<file path="src/rtl/lux_ascii_formatter.sv">
// lux_ascii_formatter: turns a 16-bit unsigned light reading into five ASCII
// decimal digits for the LCD's second line.
//
// The binary-to-BCD conversion is shift-add-3, one bit per clock. The
// o_tick output pulses for one cycle when new digits are ready.
//
// With the optional macro LUX_FORMATTER_SCALE_EN defined, i_data is treated
// as a raw BH1750 count. It is first scaled to lux as floor(raw*5/6) by a
// 19-step restoring divider, and the conversion runs on the quotient.
module lux_ascii_formatter #(
  parameter int P_BLANK_LEADING = 0,
  parameter int P_WIDTH         = 16
) (
  input  logic               i_clk,
  input  logic               i_rst,
  input  logic [P_WIDTH-1:0] i_data,
  input  logic               i_valid,
  output logic [7:0]         o_byte4,
  output logic [7:0]         o_byte3,
  output logic [7:0]         o_byte2,
  output logic [7:0]         o_byte1,
  output logic [7:0]         o_byte0,
  output logic               o_tick,
  output logic               o_busy
);

  localparam logic [1:0] S_IDLE   = 2'd0;
`ifdef LUX_FORMATTER_SCALE_EN
  localparam logic [1:0] S_SCALE  = 2'd1;
`endif
  localparam logic [1:0] S_SHIFT  = 2'd2;
  localparam logic [1:0] S_FORMAT = 2'd3;

  localparam logic [7:0] C_LEAD = (P_BLANK_LEADING != 0) ? 8'h20 : 8'h30;

  logic [1:0]         state;
  logic [4:0]         cnt;
  logic [P_WIDTH-1:0] bin;
  logic [19:0]        bcd;
  logic [19:0]        bcd_adj;

  // Add 3 to every BCD nibble that is 5 or more, ahead of the doubling shift.
  function automatic logic [19:0] bcd_adjust(input logic [19:0] b);
    logic [19:0] r;
    r = b;
    for (int i = 0; i < 5; i++) begin
      if (b[4*i +: 4] >= 4'd5) r[4*i +: 4] = b[4*i +: 4] + 4'd3;
    end
    return r;
  endfunction

  // Map the BCD digits to ASCII. Leading zeros are blanked from the top
  // digit down when enabled. The ones digit is always a numeral.
  function automatic logic [39:0] to_ascii(input logic [19:0] b);
    logic [39:0] r;
    logic        lead;
    r    = '0;
    lead = (P_BLANK_LEADING != 0);
    for (int i = 4; i >= 1; i--) begin
      if (lead && (b[4*i +: 4] == 4'd0)) begin
        r[8*i +: 8] = 8'h20;
      end else begin
        lead        = 1'b0;
        r[8*i +: 8] = {4'h3, b[4*i +: 4]};
      end
    end
    r[7:0] = {4'h3, b[3:0]};
    return r;
  endfunction

`ifdef LUX_FORMATTER_SCALE_EN
  logic [18:0] num;
  logic [2:0]  rem;
  logic [3:0]  div_trial;
  logic        div_ge;
  logic [2:0]  div_rem_next;
  logic [18:0] div_num_next;

  // One restoring-division step. The quotient bits shift into num as the
  // numerator bits shift out, so num holds the quotient after 19 steps.
  always_comb begin
    div_trial    = {rem, num[18]};
    div_ge       = (div_trial >= 4'd6);
    div_rem_next = div_ge ? 3'(div_trial - 4'd6) : div_trial[2:0];
    div_num_next = {num[17:0], div_ge};
  end
`endif

  // Pre-compute the add-3 correction for the current shift step.
  always_comb begin
    bcd_adj = bcd_adjust(bcd);
  end

  // Conversion sequencer and registered outputs.
  always_ff @(posedge i_clk or negedge i_rst) begin
    if (!i_rst) begin
      state   <= S_IDLE;
      cnt     <= '0;
      bin     <= '0;
      bcd     <= '0;
      o_byte4 <= C_LEAD;
      o_byte3 <= C_LEAD;
      o_byte2 <= C_LEAD;
      o_byte1 <= C_LEAD;
      o_byte0 <= 8'h30;
      o_tick  <= 1'b0;
      o_busy  <= 1'b0;
`ifdef LUX_FORMATTER_SCALE_EN
      num     <= '0;
      rem     <= '0;
`endif
    end else begin
      o_tick <= 1'b0;
      case (state)
        S_IDLE: begin
          if (i_valid) begin
            bcd    <= '0;
            cnt    <= '0;
            o_busy <= 1'b1;
`ifdef LUX_FORMATTER_SCALE_EN
            num    <= ({3'b000, i_data} << 2) + {3'b000, i_data};
            rem    <= '0;
            state  <= S_SCALE;
`else
            bin    <= i_data;
            state  <= S_SHIFT;
`endif
          end
        end
`ifdef LUX_FORMATTER_SCALE_EN
        S_SCALE: begin
          num <= div_num_next;
          rem <= div_rem_next;
          cnt <= cnt + 5'd1;
          if (cnt == 5'd18) begin
            bin   <= div_num_next[P_WIDTH-1:0];
            cnt   <= '0;
            state <= S_SHIFT;
          end
        end
`endif
        S_SHIFT: begin
          bcd <= {bcd_adj[18:0], bin[P_WIDTH-1]};
          bin <= bin << 1;
          cnt <= cnt + 5'd1;
          if (cnt == 5'd15) state <= S_FORMAT;
        end
        S_FORMAT: begin
          {o_byte4, o_byte3, o_byte2, o_byte1, o_byte0} <= to_ascii(bcd);
          o_tick <= 1'b1;
          o_busy <= 1'b0;
          state  <= S_IDLE;
        end
        default: state <= S_IDLE;
      endcase
    end
  end

endmodule
</file>
<file path="config.mk">
export PLATFORM = sky130hd
export DESIGN_NAME = lux_ascii_formatter
export DESIGN_NICKNAME = d
export VERILOG_FILES = /design/src/rtl/lux_ascii_formatter.sv
export SDC_FILE = /design/constraint.sdc
export NUM_CORES = 1
export LEC_CHECK = 0
export CAP_MARGIN = 0
export CORE_MARGIN = 1.5
export CORE_UTILIZATION = 35
export DETAILED_ROUTE_END_ITERATION = 7
export PLACE_DENSITY = 0.55
export REMOVE_ABC_BUFFERS = 1
export SLEW_MARGIN = 20
export SYNTH_ARGS = -nofsm -noshare
export SYNTH_HDL_FRONTEND = slang
export SYNTH_SLANG_ARGS = --single-unit
</file>
<file path="constraint.sdc">
create_clock -name i_clk -period 2.1 [get_ports i_clk]
set_input_delay 0.42 -clock i_clk [delete_from_list [all_inputs] [get_ports i_clk]]
set_output_delay 0.42 -clock i_clk [all_outputs]
set_load 0.05 [all_outputs]
</file>
After elaboration in Yosys (flattened, before gate mapping):

Cells that the tools add are included.

* register bits after elaboration: 77
* input port bits: 19
* output and inout bits: 42
* word-level logic and storage cells: 64

* add/subtract/negate cells: 6
* $lt $le $gt $ge: 5
* equality and inequality tests: 5
* mux-type cells: 25
* reduce and logical (&&, ||, !) cells: 12

Operator list (number)
* 20-bit one-hot mux with 2 select lines: 1
* 16-bit one-hot mux with 2 select lines: 1
* 4-bit by 3-bit >= comparator with 1-bit output, second input constant: 5
* 20-bit two-way mux: 1
* 5-bit two-way mux: 4
* 4-bit by 2-bit adder with 4-bit output, second input constant: 4
* 16-bit two-way mux: 1
* 4-bit two-way mux: 4
* 4-bit logical NOT: 3
* 5-bit one-hot mux with 2 select lines: 1
* 1-bit two-way mux: 7
* 2-bit AND reduction: 3
* 5-bit by 1-bit adder with 5-bit output, second input constant: 1
* 5-bit by 4-bit equality test with 1-bit output, second input constant: 1
* 2-bit equality test, second input constant: 2
* 2-bit two-way mux: 2
* 2-bit != test, second input constant: 2
* 2-bit one-hot mux with 2 select lines: 1
* 2-bit nonzero test: 2
* 3-bit by 2-bit adder with 3-bit output, second input constant: 1
* 1-bit logical AND: 3
* 3-bit two-way mux: 1
* 2-bit logical NOT: 1
* 1-bit one-hot mux with 2 select lines: 1

Longest topological paths before layout:

Gate-level depths: netlist (run 1).

* depth after elaboration: 10
* mapped depth: 6
* mapped depth without buffers: 5

Worst setup path after synthesis (run 1):

OpenSTA, ideal clock, no wires.

* path type: reg2reg
* from: register bcd[4]
* to: register bcd[6]
* data arrival time: 1227 ps
* data required time: 1984 ps
* slack: 758 ps
* cell stages (with the launch flop): 6
* clock period less this slack: 1342 ps
* path through: dfrtp_1 > inv_1 > ha_1 > nor2b_1 > o21a_1 > o311ai_0

* longest elaborated chain between the ends: 3
* elaborated cells between the ends (all ways): 4
* classes of those cells: 1 x add/sub; 1 x order compare; 2 x mux

Ends and longest elaborated chain
* from (decl): line 39 `logic [19:0] bcd;`
* from (signal assigned): line 143 `bcd <= {bcd_adj[18:0], bin[P_WIDTH-1]};`
* 4-bit by 2-bit adder with 4-bit output or 4-bit by 3-bit >= comparator with 1-bit output (tied branches): line 47 `if (b[4*i +: 4] >= 4'd5) r[4*i +: 4] = b[4*i +: 4] + 4'd3;`
* 4-bit two-way mux (*): line 47
* 20-bit one-hot mux with 2 select lines (*): line 114 `case (state)`

Every way passes the cells marked *; elsewhere a longest branch is shown, timed or not.
A chain may end at the register's enable or synchronous reset.

Worst setup path after layout (run 1):

* from: register o_busy
* to: output port o_busy

RTL lines
* from (decl): line 24 `output logic o_busy`
* from (signal assigned): line 107 `o_busy <= 1'b0;`
* from (signal assigned): line 119 `o_busy <= 1'b1;`
* from (signal assigned): line 151 `o_busy <= 1'b0;`

No word-level cell between the ends.

==> results.py, run 1 <==
metrics = {
    "yosys": {
        "yosys_register_bits": 65,
        "ys_types": 37,
        "synth_edf_count": 0,
        "yosysWarnings": 0,
        "ys_seq_area_share_pct": 49.2,
        "async_flop_share_pct": 100,
        "synth_ff_type": "dfrtp_1",
        "synthCells": 325,
        "avgSynthCellArea_um2": 10.2,
        "netlist_area_mm2": 0.00331,
    },
    "floorplan": {
        "dieArea_mm2": 0.0100,
        "io_pins": 61,
        "row_count": 35,
        "core_region_area_mm2": 0.00920,
        "initial_core_util_pct": 35.9,
        "die_w_um": 100,
        "die_h_um": 100,
    },
    "global_routing": {
        "grt_usage_pct": 14.0,
        "overflow": 0,
        "grt_pass1_wl_mm": 11.2,
        "grt_max_degree": 66,
        "grt_antenna_before_repair": 0,
        "grt_pass1_vias": 2380,
    },
    "cts": {
        "cts_root_buf": "clkbuf_8",
        "cts_resized": 0,
        "clock_sinks": 65,
        "clk_latency_ns": 0.32,
        "hold_buffers": 0,
        "htreeDepth": 3,
        "tritoncts": "yes",
        "clk_pin_slew_ns": 0.06,
        "cts_inserted_buffers": 9,
        "cts.path.max_buffers": 2,
        "postCtsSetupBuffers": 0,
    },
    "timing": {
        "post-route-min-period_ns": 1.91,
        "setup_viol": 0,
        "fin_setup_tns_ns": 0,
        "worst_pin_slew_ns": 0.502,
        "skew_ns": 0.00496,
        "slew_violations": 0,
        "hold_viol": 0,
        "timing.final.crit_share_pct": 91.1,
        "relSlewSlack_pct": 66.5,
        "rsz0062_at_grt": "no",
        "fmax_mhz": 523,
    },
    "critical_path": {
        "worstPathCellList": "clkdlybuf4s50_1",
        "arrival_ns": 1.49,
        "crit_required_ns": 1.68,
        "cpPeakStageDelay_ns": 0.81,
        "crit_buf_inv": 1,
        "criticalPathCategory": "flop to primary output",
        "cp_top_family": "buffers and inverters",
        "cpMaxStageDelayCell": "clkdlybuf4s50_1",
        "crit_fanout": 3,
        "worstSetupStartpointType": "flop",
        "ff2ff_setup_slack_ns": 0.53,
        "critPathCaptureType": "primary output",
    },
    "route": {
        "drcViolationCount": 0,
        "wl_mm": 6.44,
        "ant_nets": 0,
        "vias": 2427,
        "drtIter0Drc": 117,
        "wl_per_cell_um": 13.4,
        "first_pass_iters": 4,
        "vias_per_cell": 5.05,
    },
    "pwr": {
        "seq_power_share_pct": 36.4,
        "ir_drop_uv": 382,
        "comb_power_share_pct": 49.0,
        "leakage_nw": 1.71,
        "clkPwrFrac_pct": 14.6,
        "power_density_mw_per_mm2": 1490,
        "swShare_pct": 43.6,
        "intPower_mw": 3.26,
        "p_sw_mw": 2.52,
    },
    "run_status": {
        "status": "complete, no violations",
    },
    "job": {
        "drv_cap": 0,
    },
    "final_layout": {
        "area_growth_pct": 17.3,
        "drive_gt1_share_pct": 8.11,
        "final_nets": 398,
        "mostFrequentLayoutCell": "dfrtp_1",
        "n_antenna_cell": 0,
        "most-common-layout-cells": "dfrtp_1, o21ai_0, clkdlybuf4s50_1",
        "fin_util_pct": 42.1,
    },
    "hold_path": {
        "hold_path.class": "input pin to asynchronous set/reset pin",
    },
    "place": {
        "gp_congestion": 0.786,
        "io_buffers": 40,
        "dp_hpwl_mm": 4.30,
    },
}
==> layout make-up <==
class / count / area [µm²]
Clock inverter: 1 / 5.00
Inverter: 25 / 96.3
Timing Repair Buffer: 51 / 490
Clock buffer: 13 / 139
Tap cell: 111 / 139
Sequential cell: 65 / 1630
Fill cell: 911 / 5320
Multi-Input combinational cell: 215 / 1380
==> cells by family (layout without fill, tap and decap cells) <==
| logic type | Yosys count | in the layout | share of synthesized area, % |
|---|---|---|---|
| flops | 65 | 65 | 49.2 |
| compound gates | 115 | 115 | 24.5 |
| xor+xnor | 4 | 4 | 1.06 |
| buf+inv | 63 | 90 | 11.1 |
| fa+ha+maj | 12 | 12 | 4.54 |
| other cells | 2 | 20 | 0.227 |
| mux | 1 | 1 | 0.303 |
| simple gates | 63 | 63 | 9.08 |
==> synthesized netlist by cell type, drive strengths merged, types with 5 or more instances <==
cell      n  area [µm²]
o221ai    5        62.6
o311ai    5        43.8
buf      31         244
o31ai     5        37.5
o21a      5        37.5
o2111ai  10        87.6
nand2    38         143
a21oi    11        55.1
ha       12         150
inv      25        96.4
a32o      6        60.1
o21ai    45         225
clkbuf    7        26.3
dfrtp    65        1630
nor2b    18         115
a22oi    15         123
==> registers in the layout, indices dropped and copies added, names as in the netlist <==
| name | count |
|---|---|
| o_tick | 1 |
| o_byte2 | 4 |
| o_byte4 | 4 |
| o_busy | 1 |
| bin | 16 |
| o_byte0 | 4 |
| state | 2 |
| bcd | 20 |
| cnt | 5 |
| o_byte1 | 4 |
| o_byte3 | 4 |
==> per-layer routing <==
metal	GRT usage (%)	wire length, µm	vias to the layer above
met5	0	0	-
met4	4.66	58	0
met3	3.76	251	7
met2	21.5	2860	62
met1	19.4	3270	1160
li1	-	-	1198
==> power by group through the flow <==
stage	clock network [mW]	registers, mW	logic [mW]
after floorplan	0	2.66	1.45
after global placement	0	2.12	2.81
after detailed placement	0	2.13	2.86
after CTS	0.877	2.11	2.87
after global routing	0.955	2.18	3.14
final	0.843	2.11	2.84
==> worst paths after layout <==
| kind | start | end | cells past startpoint |
|---|---|---|---|
| worst max-delay path | o_busy | o_busy | 1 |
| worst min-delay path | i_rst | bcd[17] | 2 |
| worst min register to register | o_byte4[2] | o_byte4[2] | 2 |
| worst max register to register | state[1] | bcd[6] | 3 |
| min in group i_clk | o_byte4[2] | o_byte4[2] | 2 |
| max in group asynchronous | i_rst | o_byte3[1] | 2 |
==> stage by stage <==
stage               total power, mW  hold WS (ns)  cells  setup WS (ns)  cell area, µm²
global route                   6.27         0.118    481          0.107            3880
global placement               4.93         0.460    467          0.216            3730
finish                         5.79        0.0851    481          0.187            3880
CTS                            5.85         0.112    481          0.164            3880
floorplan                      4.12         0.124    305          0.343            3100
detailed placement             4.99         0.469    467          0.136            3730
(Power assumes the default switching activity.)
==> run 2, diff against run 1 <==
Settings changed: HOLD_SLACK_MARGIN set to 0.05.
==> results of run 2 <==
Final layout, timing and power as in run 1 (identical DEF).
==> run 3, diff against run 2 <==
Settings changed: CORE_UTILIZATION 35 to 40, PLACE_DENSITY 0.55 to 0.62.
==> results.py, run 3 (synthesis gave the netlist of run 1 again) <==
metrics = {
    "route": {
        "vias_per_cell": 5.11,
        "drtIter0Drc": 119,
        "wl_per_cell_um": 13.2,
        "first_pass_iters": 4,
        "ant_nets": 0,
        "wl_mm": 6.23,
        "vias": 2411,
        "drcViolationCount": 0,
    },
    "cts": {
        "hold_buffers": 0,
        "tritoncts": "yes",
        "clk_pin_slew_ns": 0.08,
        "cts_inserted_buffers": 9,
        "clock_sinks": 65,
        "cts_resized": 0,
        "cts_root_buf": "clkbuf_8",
        "cts.path.max_buffers": 2,
        "clk_latency_ns": 0.34,
        "htreeDepth": 3,
        "postCtsSetupBuffers": 0,
    },
    "pwr": {
        "totalPowerFinal_mw": 5.84,
        "ir_drop_uv": 400,
        "leakage_nw": 1.72,
        "power_density_mw_per_mm2": 1510,
    },
    "run_status": {
        "status": "complete, no violations",
    },
    "critical_path": {
        "worstSetupStartpointType": "flop",
        "arrival_ns": 1.51,
        "crit_required_ns": 1.68,
        "r2r_start": "state[0]",
        "crit_cells": 1,
        "worstPathCellList": "clkdlybuf4s50_1",
        "endpoint": "o_busy",
        "r2r_end": "cnt[2]",
        "cpPeakStageDelay_ns": 0.81,
        "worstRegToRegCells": 3,
        "cp_top_family": "buffers and inverters",
        "ff2ff_setup_slack_ns": 0.35,
        "critPathCaptureType": "primary output",
        "crit_buf_inv": 1,
        "cpMaxStageDelayCell": "clkdlybuf4s50_1",
        "crit_fanout": 3,
        "startpoint": "o_busy",
        "criticalPathCategory": "flop to primary output",
    },
    "floorplan": {
        "dieArea_mm2": 0.00882,
        "io_pins": 61,
        "initial_core_util_pct": 42.1,
        "die_w_um": 93.9,
        "row_count": 32,
        "core_region_area_mm2": 0.00785,
        "die_h_um": 93.9,
    },
    "place": {
        "gp_congestion": 0.808,
        "placed_cells": 456,
        "dp_hpwl_mm": 4.18,
        "io_buffers": 40,
    },
    "timing": {
        "relSlewSlack_pct": 53.9,
        "hold_ws_ns": 0.0766,
        "slew_violations": 0,
        "skew_ns": 0.00708,
        "timing.final.crit_share_pct": 92.0,
        "worst_pin_slew_ns": 0.691,
        "hold_viol": 0,
        "fin_setup_tns_ns": 0,
        "setup_viol": 0,
        "fmax_mhz": 517,
        "post-route-min-period_ns": 1.93,
        "rsz0062_at_grt": "no",
    },
    "global_routing": {
        "grt_usage_pct": 16.1,
        "grt_antenna_before_repair": 0,
        "grt_max_degree": 66,
        "grt_pass1_vias": 2392,
        "overflow": 0,
        "grt_pass1_wl_mm": 11.1,
    },
    "final_layout": {
        "drive_gt1_share_pct": 9.19,
        "top_regs": "bcd: 20 flops, bin: 16 flops, cnt: 5 flops",
        "most-common-layout-cells": "dfrtp_1, o21ai_0, clkdlybuf4s50_1",
        "final_nets": 396,
        "n_antenna_cell": 0,
        "fillCellCount": 764,
        "largest_reg_flops": 20,
        "area_growth_pct": 17.3,
        "largest_register": "bcd",
        "seq_area_mm2": 0.00163,
        "multi_input_comb_area_mm2": 0.00138,
        "fin_util_pct": 49.4,
        "mostFrequentLayoutCell": "dfrtp_1",
        "stdcell_count": 472,
    },
    "job": {
        "drv_cap": 0,
    },
    "hold_path": {
        "hold_path.class": "input pin to asynchronous set/reset pin",
    },
}
-- run 3: layout make-up --
cell class                 instances  area share, %
tap                              102           3.29
clock inverter                     7           1.23
clock buffer                       9           3.19
multi-input combinational        215           35.6
timing repair buffer              49           12.3
inverter                          25           2.48
sequential                        65           41.9
-- run 3: worst min-delay path by stage --
stage                     from         end  cells past startpoint  slack [ns]
floorplan                i_rst      bcd[0]                      0        0.12
global placement    o_byte1[3]  o_byte1[3]                      2        0.46
detailed placement       i_rst  o_byte4[2]                      2        0.46
CTS                      i_rst  o_byte4[1]                      2        0.09
global route             i_rst  o_byte4[2]                      2         0.1
finish                   i_rst  o_byte4[2]                      2        0.08
-- run 3: per-layer routing --
metal  track usage [%]  vias to the layer above  part of all wire (%)
met2              26.1                       63                    46
met4              7.09                        0                   1.3
met3              3.56                       10                   3.9
li1                  -                     1190                     -
met1              20.5                     1148                    48
met5                 0                        -                     0
-- run 3: through the flow --
step,cell area (µm²),setup WS [ns]
2_1_floorplan,3100,0.343
5_1_grt,3880,0.102
6_report,3880,0.167
3_3_place_gp,3710,0.298
4_1_cts,3880,0.145
3_5_place_dp,3710,0.215
-- run 3: where the power goes --
group	internal [mW]	switching (mW)	leakage, nW
combinational	1.08	1.74	0.788
sequential	1.75	0.337	0.844
clock	0.425	0.503	0.0850
total	3.26	2.58	1.72
